--- src/rtl/ro_meas_ctrl_if.sv ---
// ----------------------------------------------------------------------------
// ro_meas_ctrl_if
// Host-side handshake bundle for the ring-oscillator measurement sequencer.
//   master : host / scan controller (drives START, ABORT, SEL, WINDOW)
//   slave  : ro_meas_ctrl          (drives BUSY, DONE, COUNT, OVF, ERR)
// Signals:
//   START   request, sampled only while the sequencer is idle
//   ABORT   cancels an active measurement
//   SEL     oscillator index, latched on START
//   WINDOW  count window in CLK cycles, latched on START
//   BUSY    high while settling or measuring
//   DONE    one-cycle completion pulse
//   COUNT   last measured edge count
//   OVF     edge counter saturated during the last measurement
//   ERR     last request selected a non-existent oscillator
// ----------------------------------------------------------------------------
interface ro_meas_ctrl_if #(
  parameter int SEL_W = 2,
  parameter int CNT_W = 16,
  parameter int WIN_W = 16
) ();
  logic             START;
  logic             ABORT;
  logic [SEL_W-1:0] SEL;
  logic [WIN_W-1:0] WINDOW;
  logic             BUSY;
  logic             DONE;
  logic [CNT_W-1:0] COUNT;
  logic             OVF;
  logic             ERR;

  modport master (
    output START, ABORT, SEL, WINDOW,
    input  BUSY, DONE, COUNT, OVF, ERR
  );

  modport slave (
    input  START, ABORT, SEL, WINDOW,
    output BUSY, DONE, COUNT, OVF, ERR
  );
endinterface

--- src/rtl/ro_meas_ctrl.sv ---
// ----------------------------------------------------------------------------
// ro_meas_ctrl
// Measurement sequencer for on-die ring-oscillator delay monitors. Enables one
// of NUM_RO oscillators, lets it run for SETTLE cycles, then counts its rising
// edges over WINDOW CLK cycles and reports the count to the host.
// Ports:
//   CLK      system clock, all state on its rising edge
//   RESET_B  asynchronous active-low reset
//   RO_IN    divided oscillator outputs, asynchronous to CLK
//   RO_EN    registered one-hot oscillator enables
//   bus      host handshake (ro_meas_ctrl_if.slave)
// ----------------------------------------------------------------------------
module ro_meas_ctrl #(
  parameter int NUM_RO = 4,
  parameter int SEL_W  = 2,
  parameter int CNT_W  = 16,
  parameter int WIN_W  = 16,
  parameter int SETTLE = 8
) (
  input  logic              CLK,
  input  logic              RESET_B,
  input  logic [NUM_RO-1:0] RO_IN,
  output logic [NUM_RO-1:0] RO_EN,
  ro_meas_ctrl_if.slave     bus
);

  // One timer serves both the settle phase and the count window.
  localparam int SET_W = (SETTLE > 1) ? $clog2(SETTLE) : 1;
  localparam int TMR_W = (WIN_W > SET_W) ? WIN_W : SET_W;

  typedef enum logic [1:0] {
    S_IDLE,
    S_SETTLE,
    S_MEASURE,
    S_DONE
  } state_t;

  state_t            state_reg;
  logic [SEL_W-1:0]  sel_reg;
  logic [WIN_W-1:0]  win_reg;
  logic [TMR_W-1:0]  tmr_reg;
  logic [CNT_W-1:0]  cnt_reg;
  logic              ovf_reg;
  logic              sync1_reg;
  logic              sync2_reg;
  logic              prev_reg;

  logic [NUM_RO-1:0] req_hit;   // decode of the incoming SEL
  logic [NUM_RO-1:0] lat_hit;   // decode of the latched SEL
  logic [NUM_RO-1:0] ro_gated;
  logic              sel_ok;
  logic              ro_mux;
  logic              rise;
  logic              cnt_sat;
  logic [CNT_W-1:0]  cnt_next;
  logic              ovf_next;

  // Decoding by comparison keeps out-of-range SEL values harmless: they
  // simply match no oscillator, which is also how they are detected.
  for (genvar gi = 0; gi < NUM_RO; gi++) begin : g_dec
    assign req_hit[gi]  = (bus.SEL == SEL_W'(gi));
    assign lat_hit[gi]  = (sel_reg == SEL_W'(gi));
    assign ro_gated[gi] = RO_IN[gi] & lat_hit[gi];
  end

  assign sel_ok = |req_hit;
  assign ro_mux = |ro_gated;

  // Rising edge of the synchronised oscillator; prev_reg is the third flop.
  assign rise     = sync2_reg & ~prev_reg;
  assign cnt_sat  = &cnt_reg;
  assign cnt_next = (rise && !cnt_sat) ? cnt_reg + CNT_W'(1) : cnt_reg;
  assign ovf_next = ovf_reg | (rise & cnt_sat);

  always_ff @(posedge CLK or negedge RESET_B) begin
    if (!RESET_B) begin
      state_reg <= S_IDLE;
      sel_reg   <= '0;
      win_reg   <= '0;
      tmr_reg   <= '0;
      cnt_reg   <= '0;
      ovf_reg   <= 1'b0;
      sync1_reg <= 1'b0;
      sync2_reg <= 1'b0;
      prev_reg  <= 1'b0;
      RO_EN     <= '0;
      bus.BUSY  <= 1'b0;
      bus.DONE  <= 1'b0;
      bus.COUNT <= '0;
      bus.OVF   <= 1'b0;
      bus.ERR   <= 1'b0;
    end else begin
      bus.DONE  <= 1'b0;
      // Synchroniser runs continuously; it is cleared on settle entry and has
      // SETTLE cycles to fill, so the first measure cycle sees no false edge.
      sync1_reg <= ro_mux;
      sync2_reg <= sync1_reg;
      prev_reg  <= sync2_reg;

      case (state_reg)
        S_IDLE: begin
          if (bus.START) begin
            sel_reg <= bus.SEL;
            win_reg <= bus.WINDOW;
            if (!sel_ok) begin
              state_reg <= S_DONE;
              bus.DONE  <= 1'b1;
              bus.COUNT <= '0;
              bus.OVF   <= 1'b0;
              bus.ERR   <= 1'b1;
            end else begin
              state_reg <= S_SETTLE;
              tmr_reg   <= TMR_W'(SETTLE - 1);
              cnt_reg   <= '0;
              ovf_reg   <= 1'b0;
              sync1_reg <= 1'b0;
              sync2_reg <= 1'b0;
              prev_reg  <= 1'b0;
              RO_EN     <= req_hit;
              bus.BUSY  <= 1'b1;
            end
          end
        end

        S_SETTLE: begin
          if (bus.ABORT) begin
            state_reg <= S_IDLE;
            RO_EN     <= '0;
            bus.BUSY  <= 1'b0;
          end else if (tmr_reg == '0) begin
            if (win_reg == '0) begin
              state_reg <= S_DONE;
              RO_EN     <= '0;
              bus.BUSY  <= 1'b0;
              bus.DONE  <= 1'b1;
              bus.COUNT <= '0;
              bus.OVF   <= 1'b0;
              bus.ERR   <= 1'b0;
            end else begin
              state_reg <= S_MEASURE;
              tmr_reg   <= TMR_W'(win_reg) - TMR_W'(1);
            end
          end else begin
            tmr_reg <= tmr_reg - TMR_W'(1);
          end
        end

        S_MEASURE: begin
          if (bus.ABORT) begin
            state_reg <= S_IDLE;
            RO_EN     <= '0;
            bus.BUSY  <= 1'b0;
          end else begin
            cnt_reg <= cnt_next;
            ovf_reg <= ovf_next;
            if (tmr_reg == '0) begin
              // Publish including any edge seen in the final window cycle.
              state_reg <= S_DONE;
              RO_EN     <= '0;
              bus.BUSY  <= 1'b0;
              bus.DONE  <= 1'b1;
              bus.COUNT <= cnt_next;
              bus.OVF   <= ovf_next;
              bus.ERR   <= 1'b0;
            end else begin
              tmr_reg <= tmr_reg - TMR_W'(1);
            end
          end
        end

        S_DONE: begin
          state_reg <= S_IDLE;
        end

        default: begin
          state_reg <= S_IDLE;
          RO_EN     <= '0;
          bus.BUSY  <= 1'b0;
        end
      endcase
    end
  end

endmodule

--- src/flat_wrapper.sv ---
// flat-port wrapper written by rule: the top's interface ports become plain ports
module ro_meas_ctrl_flat 
#(
  parameter int NUM_RO = 4,
  parameter int SEL_W  = 2,
  parameter int CNT_W  = 16,
  parameter int WIN_W  = 16,
  parameter int SETTLE = 8
)
  (CLK, RESET_B, RO_IN, RO_EN, bus_START, bus_ABORT, bus_SEL, bus_WINDOW, bus_BUSY, bus_DONE, bus_COUNT, bus_OVF, bus_ERR);
  ro_meas_ctrl_if #(.SEL_W(SEL_W), .CNT_W(CNT_W), .WIN_W(WIN_W)) bus_i ();
  input  logic CLK;
  input  logic RESET_B;
  input  logic [NUM_RO-1:0] RO_IN;
  output logic [NUM_RO-1:0] RO_EN;
  input wire logic [$bits(bus_i.START)-1:0] bus_START;
  input wire logic [$bits(bus_i.ABORT)-1:0] bus_ABORT;
  input wire logic [$bits(bus_i.SEL)-1:0] bus_SEL;
  input wire logic [$bits(bus_i.WINDOW)-1:0] bus_WINDOW;
  output wire logic [$bits(bus_i.BUSY)-1:0] bus_BUSY;
  output wire logic [$bits(bus_i.DONE)-1:0] bus_DONE;
  output wire logic [$bits(bus_i.COUNT)-1:0] bus_COUNT;
  output wire logic [$bits(bus_i.OVF)-1:0] bus_OVF;
  output wire logic [$bits(bus_i.ERR)-1:0] bus_ERR;
  assign bus_i.START = bus_START;
  assign bus_i.ABORT = bus_ABORT;
  assign bus_i.SEL = bus_SEL;
  assign bus_i.WINDOW = bus_WINDOW;
  assign bus_BUSY = bus_i.BUSY;
  assign bus_DONE = bus_i.DONE;
  assign bus_COUNT = bus_i.COUNT;
  assign bus_OVF = bus_i.OVF;
  assign bus_ERR = bus_i.ERR;
  ro_meas_ctrl #(.NUM_RO(NUM_RO), .SEL_W(SEL_W), .CNT_W(CNT_W), .WIN_W(WIN_W), .SETTLE(SETTLE)) u_core (.CLK(CLK), .RESET_B(RESET_B), .RO_IN(RO_IN), .RO_EN(RO_EN), .bus(bus_i));
endmodule
--- config.mk ---
export PLATFORM = sky130hd
export DESIGN_NAME = ro_meas_ctrl_flat
export DESIGN_NICKNAME = d
export VERILOG_FILES = /design/src/rtl/ro_meas_ctrl_if.sv /design/src/rtl/ro_meas_ctrl.sv /design/src/flat_wrapper.sv
export SDC_FILE = /design/constraint.sdc
export NUM_CORES = 1
export LEC_CHECK = 0
export ABC_CLOCK_PERIOD_IN_PS = 6100
export CORE_UTILIZATION = 43
export CTS_BUF_LIST = sky130_fd_sc_hd__clkbuf_4 sky130_fd_sc_hd__clkbuf_8
export DETAILED_ROUTE_END_ITERATION = 8
export HOLD_SLACK_MARGIN = 0.15
export PLACE_DENSITY = 0.67
export REMOVE_ABC_BUFFERS = 1
export SLEW_MARGIN = 30
export SYNTH_ARGS = -nofsm -noshare
export SYNTH_HDL_FRONTEND = slang
export SYNTH_SLANG_ARGS = --single-unit
--- constraint.sdc ---
create_clock -name CLK -period 6.1 [get_ports CLK]
set_input_delay 1.22 -clock CLK [delete_from_list [all_inputs] [get_ports CLK]]
set_output_delay 1.22 -clock CLK [all_outputs]
set_load 0.02 [all_outputs]
# == After elaboration in Yosys (flattened, before gate mapping) ==
# Index checks and enable logic that the tools add are counted.
# classes
add_sub_neg,3
n_reduce_logical,18
n_bitwise,8
mux,76
eq_ne,22
# op_table
cell,count
$mux 16,18
$pmux 16 s3,2
$mux 1,35
$logic_not 16->1,2
$pmux 16 s2,1
$sub 16x1->16 const B,2
$mux 4,7
$add 16x1->16 const B,1
$reduce_and 16->1,1
$eq 2x2->1 const B,6
$mux 2,6
$pmux 1 s3,4
$pmux 4 s3,1
$ne 2x2->1 const B,5
$ne 3x2->1 const B,3
$ne 2x1->1 const B,4
$pmux 2 s4,1
$reduce_and 8->1,1
$reduce_or 4->1,2
$reduce_and 7->1,1
$and 1x1->1,6
$eq 2x1->1 const B,3
$logic_not 2->1,3
$reduce_and 6->1,1
11 further kinds,11
# totals
inputBits,26
wordCells,142
reg_bits,80
output_inout_bits,24

# == Logic depth before layout (Yosys ltp) ==
# Gate-level depths: netlist (run 1).
# logic_depth
depth_word,7
depth_mapped,11
ltp_nobuf,8

# == Worst setup path after synthesis (run 1) ==
# OpenSTA, ideal clock, no wires.
# synth_path
kind,in2reg
from,input port bus_START
to,register u_core.bus.COUNT[5]
cell_stages,9
setup_time_ns,0.074
n_path_buf,3
arrival_time_ns,2.554
setup_slack_ns,3.472
t_required_ns,6.026
cell_sequence,nor2b_1 -> clkbuf_1 -> nor2_1 -> nand2_1 -> or3_1 -> buf_2 -> or2_1 -> buf_6 -> o21ai_2
# synth_via
elab_chain_cells,2
# synth_lines
item,line,source
from (decl),flat_wrapper.sv:16,input wire logic [$bits(bus_i.START)-1:0] bus_START;
$ne 2x2->1 (no source line),n/a,
$reduce_and 8->1 (no source line),n/a,
to (signal assigned),ro_meas_ctrl.sv:162,bus.COUNT <= cnt_next;
to (decl),ro_meas_ctrl_if.sv:39,"output BUSY, DONE, COUNT, OVF, ERR"
# No other way between the ends.
# A chain may end at the register's enable or synchronous reset.

# == Final worst setup path (run 1) ==
# layout_path
from,input port bus_START
to,register u_core.bus.COUNT[12]
# The elaborated chain is that of the path after synthesis.

==> summary.md, run 1 <==
| Metric | Value |
|---|---|
| Run status | completed |
| Tmin final | 3.39 ns |
| Ys flop type | sky130_fd_sc_hd__dfrtp_1 |
| Maximum number of pins on one net before global-route repair | 81 |
| Total core area | 0.0104 sq mm |
| FMAX | 295 MHz |
| CP required | 6.32 ns |
| Number of max-slew violations in the final report | 0 |
| Min-Delay Startpoint | u_core.sync1_reg$_DFF_PN0_ |
| Clock tree from TritonCTS | yes |
| Power density relative to cell area | 387 mW/mm^2 |
| Clock latency at the later pin of the worst-skew pair | 0.35 ns |
| Sequential-to-total area share from yosys stat | 43.4% |
| DRC violation total after the first TritonRoute iteration | 236 |
| Critical path buffer and inverter count | 1 |
| Number of antenna-violating nets in the routed design | 0 |
| Number of top-level pins | 50 |
| Cell-by-cell trace of the critical path | clkdlybuf4s50_1 > nor2b_1 > nor2_1 > nand2_1 > or3_1 > or2_1 > o21ai_1 |
| Final Cycle Share | 55.6% |
| Sort of element at the start of the critical path | input pin |
| Global-route wire length before repair | 17700 um |
| Max-cap violations | 0 |
| Cell Area, Synth | 0.00461 sq mm |
| Number of flip-flops and latches in the synthesized netlist | 80 |
| R2R setup slack | 2.81 ns |
| Count of fill cells added during filler insertion | 987 |
| Residual overflow from global routing | 0 |
| Cts bufs inserted | 9 |
| Netlist cell types | 61 |
| Hold Crit Class | flop to flop |
| Root buffer cell | sky130_fd_sc_hd__clkbuf_8 |
| End point of the most critical hold path | u_core.sync2_reg$_DFF_PN0_ |
| Detailed Route WL | 10300 um |
| Initial DRT Pass Iterations | 4 |
| Count of hold-fix buffers inserted at cts | 0 |
| Total half-perimeter wirelength after legalization and detailed placement | 7350 um |
| Die width | 106 um |
| Slew margin rel. | 35.8% |
| # clock sinks | 80 |
| DRC violation count after routing | 0 |
| Worst setup EP type | flop |
| Core Util, Final | 52.1% |
| Height of the chip | 106 um |
| Number of buffers inserted by post-CTS setup repair | 0 |
| Placer Congestion | 0.830 |
| H-tree levels | 3 |
| Share of synthesized flip-flops with an asynchronous set or reset | 100% |
| Total placed instance area | 0.00520 sq mm |
| Worst IR drop on VDD | 0.219 mV |
| Critical Path Max Stage Delay | 0.64 ns |
| Post-synthesis to final-layout area growth | 17.2% |
| Routed via count divided by cell count | 5.72 |
| Overall fraction of global-route tracks in use | 19.7% |
| Post-synth EDFFs | 0 |
| Cell type of the slowest stage on the worst timing path | sky130_fd_sc_hd__or3_1 |
| Post-DR wirelength/cell | 15.3 um |
| Total inserted antenna cells | 0 |
| Initial core utilization | 44.5% |
| Critical path class | input pin to flop |
| Avg Cell Area, Syn | 9.28 sq um |
| Critical path fanouts, max | 25 |
| Cell count of the worst hold path | 1 |
| Initial antenna violation count | 0 |
| Bufs on Longest Clock Path | 2 |
| R2r startpoint | u_core.win_reg[0]$_DFFE_PN0P_ |
| Via count of the first global-routing pass | 3798 |
| Number of buffers inserted by port buffering | 49 |
| Clock transition at the registers of the reported paths | 0.08 ns |
| Arrival time of the worst setup path | 3.61 ns |
| Standby leakage power | 2.12 nW |
| Critical R2R Capture | u_core.bus.COUNT[0]$_DFFE_PN0P_ |
| Finish-stage setup viols | 0 |
| Core Rows | 37 |
| Setup repair after global routing missed its margin | false |
| Number of gates resized after cts | 0 |
| Share of layout cells above drive strength 1 | 11.5% |
| Kind of cell adding the most delay to the critical path | simple AND/OR/NAND/NOR gates |
| Final instance area | 0.00540 sq mm |
| Hold violation count in the final report | 0 |
| Count of yosys warnings during synthesis | 0 |
| Cell depth of the worst flop-to-flop path | 8 |
| Total Negative Setup Slacks | 0 ns |
| Floorplan die area | 0.0111 sq mm |
| NumNets Final | 569 |
| Via total after detailed routing | 3865 |
| Number of instances in the synthesized netlist | 497 |
| Layout Skew | 0.00696 ns |
| Least-Margin Pin Slew | 0.959 ns |
## worst reg2reg max path, stage by stage, from the launching register on
cell and delay, ns:
sky130_fd_sc_hd__dfrtp_1 0.44, sky130_fd_sc_hd__inv_1 0.08, sky130_fd_sc_hd__ha_1 0.26, sky130_fd_sc_hd__or4b_1 0.52
sky130_fd_sc_hd__o41ai_2 0.31, sky130_fd_sc_hd__a31oi_1 0.16, sky130_fd_sc_hd__or3_1 0.67, sky130_fd_sc_hd__or2_1 0.57
sky130_fd_sc_hd__o21ai_2 0.22
## worst max path at each step
stage          startpoint                               end  slack, ns  cells past startpoint
6_report        bus_START  u_core.bus.COUNT[12]$_DFFE_PN0P_       2.71                      7
5_1_grt         bus_START  u_core.bus.COUNT[12]$_DFFE_PN0P_       2.45                      7
4_1_cts         bus_START  u_core.bus.COUNT[12]$_DFFE_PN0P_       2.73                      7
3_5_place_dp    bus_START  u_core.bus.COUNT[12]$_DFFE_PN0P_       2.33                      7
3_3_place_gp    bus_START  u_core.bus.COUNT[12]$_DFFE_PN0P_       2.44                      7
2_1_floorplan   bus_START  u_core.bus.COUNT[12]$_DFFE_PN0P_       3.20                      6
## through the flow
step	power (mW)	hold WS (ns)	cells	setup WS, ns
after floorplan	1.41	0.428	471	3.20
after global placement	1.67	0.434	660	2.44
after detailed placement	1.69	0.446	660	2.33
after CTS	2.10	0.466	676	2.73
after global routing	2.24	0.480	676	2.45
final	2.09	0.459	676	2.71
## layout make-up
class                           instances  area [sq um]  share of cell area, %
Tap cell                              136           170                   3.15
Multi-Input combinational cell        377          2450                   45.4
Clock inverter                          5          55.1                   1.02
Sequential cell                        80          2000                   37.0
Timing Repair Buffer                   53           522                   9.66
Inverter                               14          52.6                  0.972
Clock buffer                           11           151                   2.80
## power breakdown
| group | leakage, nW | internal (mW) | switching, mW |
|---|---|---|---|
| Sequential | 1.06 | 0.656 | 0.139 |
| Combinational | 0.967 | 0.368 | 0.528 |
| Clock | 0.101 | 0.210 | 0.189 |
| Total | 2.12 | 1.23 | 0.855 |
## synthesized netlist by cell type (5+ instances only)
cell type                  count  area (sq um)
sky130_fd_sc_hd__dfrtp_1      80          2000
sky130_fd_sc_hd__nand2_1      56           210
sky130_fd_sc_hd__nor2_1       37           139
sky130_fd_sc_hd__inv_1        14          52.6
sky130_fd_sc_hd__o21a_1        5          37.5
sky130_fd_sc_hd__xor2_1       12           105
sky130_fd_sc_hd__o21ai_1       9          45.0
sky130_fd_sc_hd__mux2i_1      10           100
sky130_fd_sc_hd__nor3_1       20           100
sky130_fd_sc_hd__a21oi_1      19          95.1
sky130_fd_sc_hd__o31ai_1       6          45.0
sky130_fd_sc_hd__o21ai_0      40           200
sky130_fd_sc_hd__nor4_1        7          43.8
sky130_fd_sc_hd__mux2_2       24           270
sky130_fd_sc_hd__or3_1         5          31.3
sky130_fd_sc_hd__or4_1         7          52.6
sky130_fd_sc_hd__xnor2_1      15           131
sky130_fd_sc_hd__ha_1          8           100
sky130_fd_sc_hd__o21ai_2      10          87.6
sky130_fd_sc_hd__nand3_1      15          75.1
sky130_fd_sc_hd__clkbuf_1     22          82.6
## metal layers
metal	GRT usage (%)	vias to the layer above	part of all wire (%)	wire length, um
met5	0	-	0	0
met4	6.05	0	1.3	135
met3	4.14	14	4.3	448
met2	33.5	100	50	5170
met1	25.2	1871	44	4590
li1	-	1880	-	-
## layout by cell type, fill, tap and decap left out, drive strengths merged, types with 5 or more instances in the layout
cell | netlist | routed
o31ai | 6 | 6
clkdlybuf4s50 | 0 | 48
nor4 | 8 | 8
nand3 | 15 | 15
nand2 | 56 | 56
nor2 | 37 | 37
clkbuf | 22 | 11
o21a | 5 | 5
mux2i | 10 | 10
or3 | 5 | 5
inv | 14 | 14
nor3b | 5 | 5
buf | 4 | 5
a21oi | 19 | 19
o21ai | 59 | 59
dfrtp | 80 | 80
ha | 8 | 8
mux2 | 24 | 24
or4 | 8 | 8
xor2 | 12 | 12
nor3 | 21 | 21
xnor2 | 15 | 15
## cells by family (layout without fill, tap and decap cells)
kind of cell               after synthesis  count (layout)  share of synthesized area (%)
adders and majority gates                8               8                           2.17
and+or+nand+nor                        179             179                           19.2
xor gates and xnor gates                27              27                           5.13
buffers and inverters                   40              83                           3.45
muxes                                   35              35                           8.52
DFF                                     80              80                           43.4
AOI/OAI and AO/OA                      128             128                           18.1
Power figures use the tool's default switching activity.
==> inputs of run 2 (changes only) <==
ABC_CLOCK_PERIOD_IN_PS = 3100   (was 6100)
PLACE_DENSITY = 0.7   (was 0.67)
clock period = 3.1 ns   (was 6.1 ns; I/O delays follow)
==> run 2 against run 1 <==
Register-to-register slack got worse by 2.6 ns. Final area increased by 1.5%. Sequential share of layout area decreased by 0.55 points. Wire length increased by 1.5%. Setup slack got worse by 2.5 ns. Non-clock buffer count increased by 9. Core utilization increased by 0.78 points. Critical path type is now flop to flop. Largest cell class unchanged.
==> summary.md, run 2 (same netlist as run 1, synthesis figures left out) <==
| Metric | Value |
|---|---|
| Finish-stage setup viols | 0 |
| Total inserted antenna cells | 0 |
| Slew margin rel. | 40.2% |
| GRT met1 Usage | 24.1% |
| Commonest non-fill, non-tap cells in the layout | sky130_fd_sc_hd__dfrtp_1 (80), sky130_fd_sc_hd__nand2_1 (56), sky130_fd_sc_hd__clkdlybuf4s50_1 (48) |
| Total half-perimeter wirelength after legalization and detailed placement | 7380 um |
| Arrival time of the worst setup path | 3.14 ns |
| Via count of the first global-routing pass | 3706 |
| Run status | completed |
| Top Usage Layer GRT | met2 |
| Height of the chip | 106 um |
| Placed cell count | 669 |
| Via total after detailed routing | 3889 |
| Residual overflow from global routing | 0 |
| Initial antenna violation count | 0 |
| Max-cap violations | 0 |
| Critical path class | flop to flop |
| Number of max-slew violations in the final report | 0 |
| Total core area | 0.0104 sq mm |
| Initial DRT Pass Iterations | 5 |
| CP required | 3.38 ns |
| Layout Skew | 0.0123 ns |
| Count of hold-fix buffers inserted at cts | 0 |
| Most frequent standard cell in the layout excluding fill and tap cells | sky130_fd_sc_hd__dfrtp_1 |
| Number of gates resized after cts | 0 |
| Cts bufs inserted | 9 |
| Standby leakage power | 2.18 nW |
| Share of layout cells above drive strength 1 | 12.9% |
| Clock tree from TritonCTS | yes |
| Setup repair after global routing missed its margin | false |
| Cell-by-cell trace of the critical path | inv_1 > ha_1 > or4b_1 > o41ai_2 > a31oi_1 > or3_1 > or2_1 > o21ai_1 |
| Least-Margin Pin Slew | 0.895 ns |
| Floorplan die area | 0.0111 sq mm |
| Placer Congestion | 0.902 |
| Detailed Route WL | 10500 um |
| Worst setup EP type | flop |
| Sort of element at the start of the critical path | flop |
| Overall fraction of global-route tracks in use | 19.7% |
| Final Cycle Share | 92.3% |
| Hold Crit Class | input pin to asynchronous set/reset pin |
| NumNets Final | 578 |
| Global-route track usage on met3 | 4.58% |
| Power density relative to cell area | 780 mW/mm^2 |
| Initial core utilization | 44.5% |
| Maximum number of pins on one net before global-route repair | 81 |
| Core Rows | 37 |
| # clock sinks | 80 |
| Number of antenna-violating nets in the routed design | 0 |
| Global routing usage on met2 | 34.4% |
| Root buffer cell | sky130_fd_sc_hd__clkbuf_8 |
| Cell depth of the worst flop-to-flop path | 8 |
| Number of buffers inserted by port buffering | 49 |
| Hold violation count in the final report | 0 |
| Count of non-filler cells in the finished layout | 685 |
| FMAX | 349 MHz |
| Critical Path Max Stage Delay | 0.51 ns |
| Tmin final | 2.86 ns |
| DRC violation count after routing | 0 |
| Clock transition at the registers of the reported paths | 0.08 ns |
| Number of top-level pins | 50 |
| Routed via count divided by cell count | 5.68 |
| Number of buffers inserted by post-CTS setup repair | 0 |
| DRC violation total after the first TritonRoute iteration | 195 |
| Count of fill cells added during filler insertion | 967 |
| Total Negative Setup Slacks | 0 ns |
| Critical path fanouts, max | 11 |
| H-tree levels | 3 |
| Cell type of the slowest stage on the worst timing path | sky130_fd_sc_hd__or4b_1 |
| Die width | 106 um |
| Post-synthesis to final-layout area growth | 18.9% |
| Global-route wire length before repair | 17700 um |
| Worst IR drop on VDD | 0.492 mV |
| Post-DR wirelength/cell | 15.3 um |
| Clock latency at the later pin of the worst-skew pair | 0.36 ns |
| Bufs on Longest Clock Path | 2 |
[run 2: cell type report]
class | count | area (sq um) | area share [%]
clock inverters | 5 | 81.3 | 1.48
clock buffers | 11 | 139 | 2.53
flip-flops and latches | 80 | 2000 | 36.5
inverters | 14 | 52.6 | 0.958
well taps | 136 | 170 | 3.10
repair buffers | 62 | 589 | 10.7
multi-input cells | 377 | 2450 | 44.7
[run 2: power breakdown]
group / switching, mW / internal, mW / total, mW
Clock: 0.385 / 0.472 / 0.857
Sequential: 0.273 / 1.29 / 1.56
Combinational: 1.08 / 0.782 / 1.86
[run 2: layer usage]
metal	part of all wire, %	wire length (um)
met1	43	4500
met2	51	5300
met3	4.7	494
met4	1.8	192
met5	0	0
[run 2: critical path, delay by kind of cell (launching register included)]
kind            cells  cell delay [ns]
fa+ha+maj           1             0.22
flops               1             0.44
buf+inv             1             0.08
compound gates      3             0.69
simple gates        3             1.36
[run 2: final timing paths]
check                                                   endpoint  slack [ns]                     startpoint
worst max-delay path            u_core.bus.COUNT[12]$_DFFE_PN0P_        0.24  u_core.win_reg[0]$_DFFE_PN0P_
worst min-delay path              u_core.tmr_reg[10]$_DFFE_PN0P_        0.28                        RESET_B
worst max register to register  u_core.bus.COUNT[12]$_DFFE_PN0P_        0.24  u_core.win_reg[0]$_DFFE_PN0P_
worst min register to register        u_core.sync2_reg$_DFF_PN0_        0.46     u_core.sync1_reg$_DFF_PN0_
max in group asynchronous          u_core.tmr_reg[8]$_DFFE_PN0P_        2.29                        RESET_B
min in group CLK                      u_core.sync2_reg$_DFF_PN0_        0.46     u_core.sync1_reg$_DFF_PN0_
[run 2: stage by stage]
stage                     setup WS, ns  cell area [sq um]  power (mW)  hold slack, ns  util (%)
after floorplan                  0.314               4510        2.78           0.324         -
after global placement           0.382               5260        3.35           0.432      50.7
after detailed placement         0.285               5270        3.41           0.444      50.8
after CTS                        0.253               5490        4.28           0.323      52.9
after global routing             0.115               5490        4.57           0.334      52.9
final                            0.239               5490        4.28           0.281      52.9
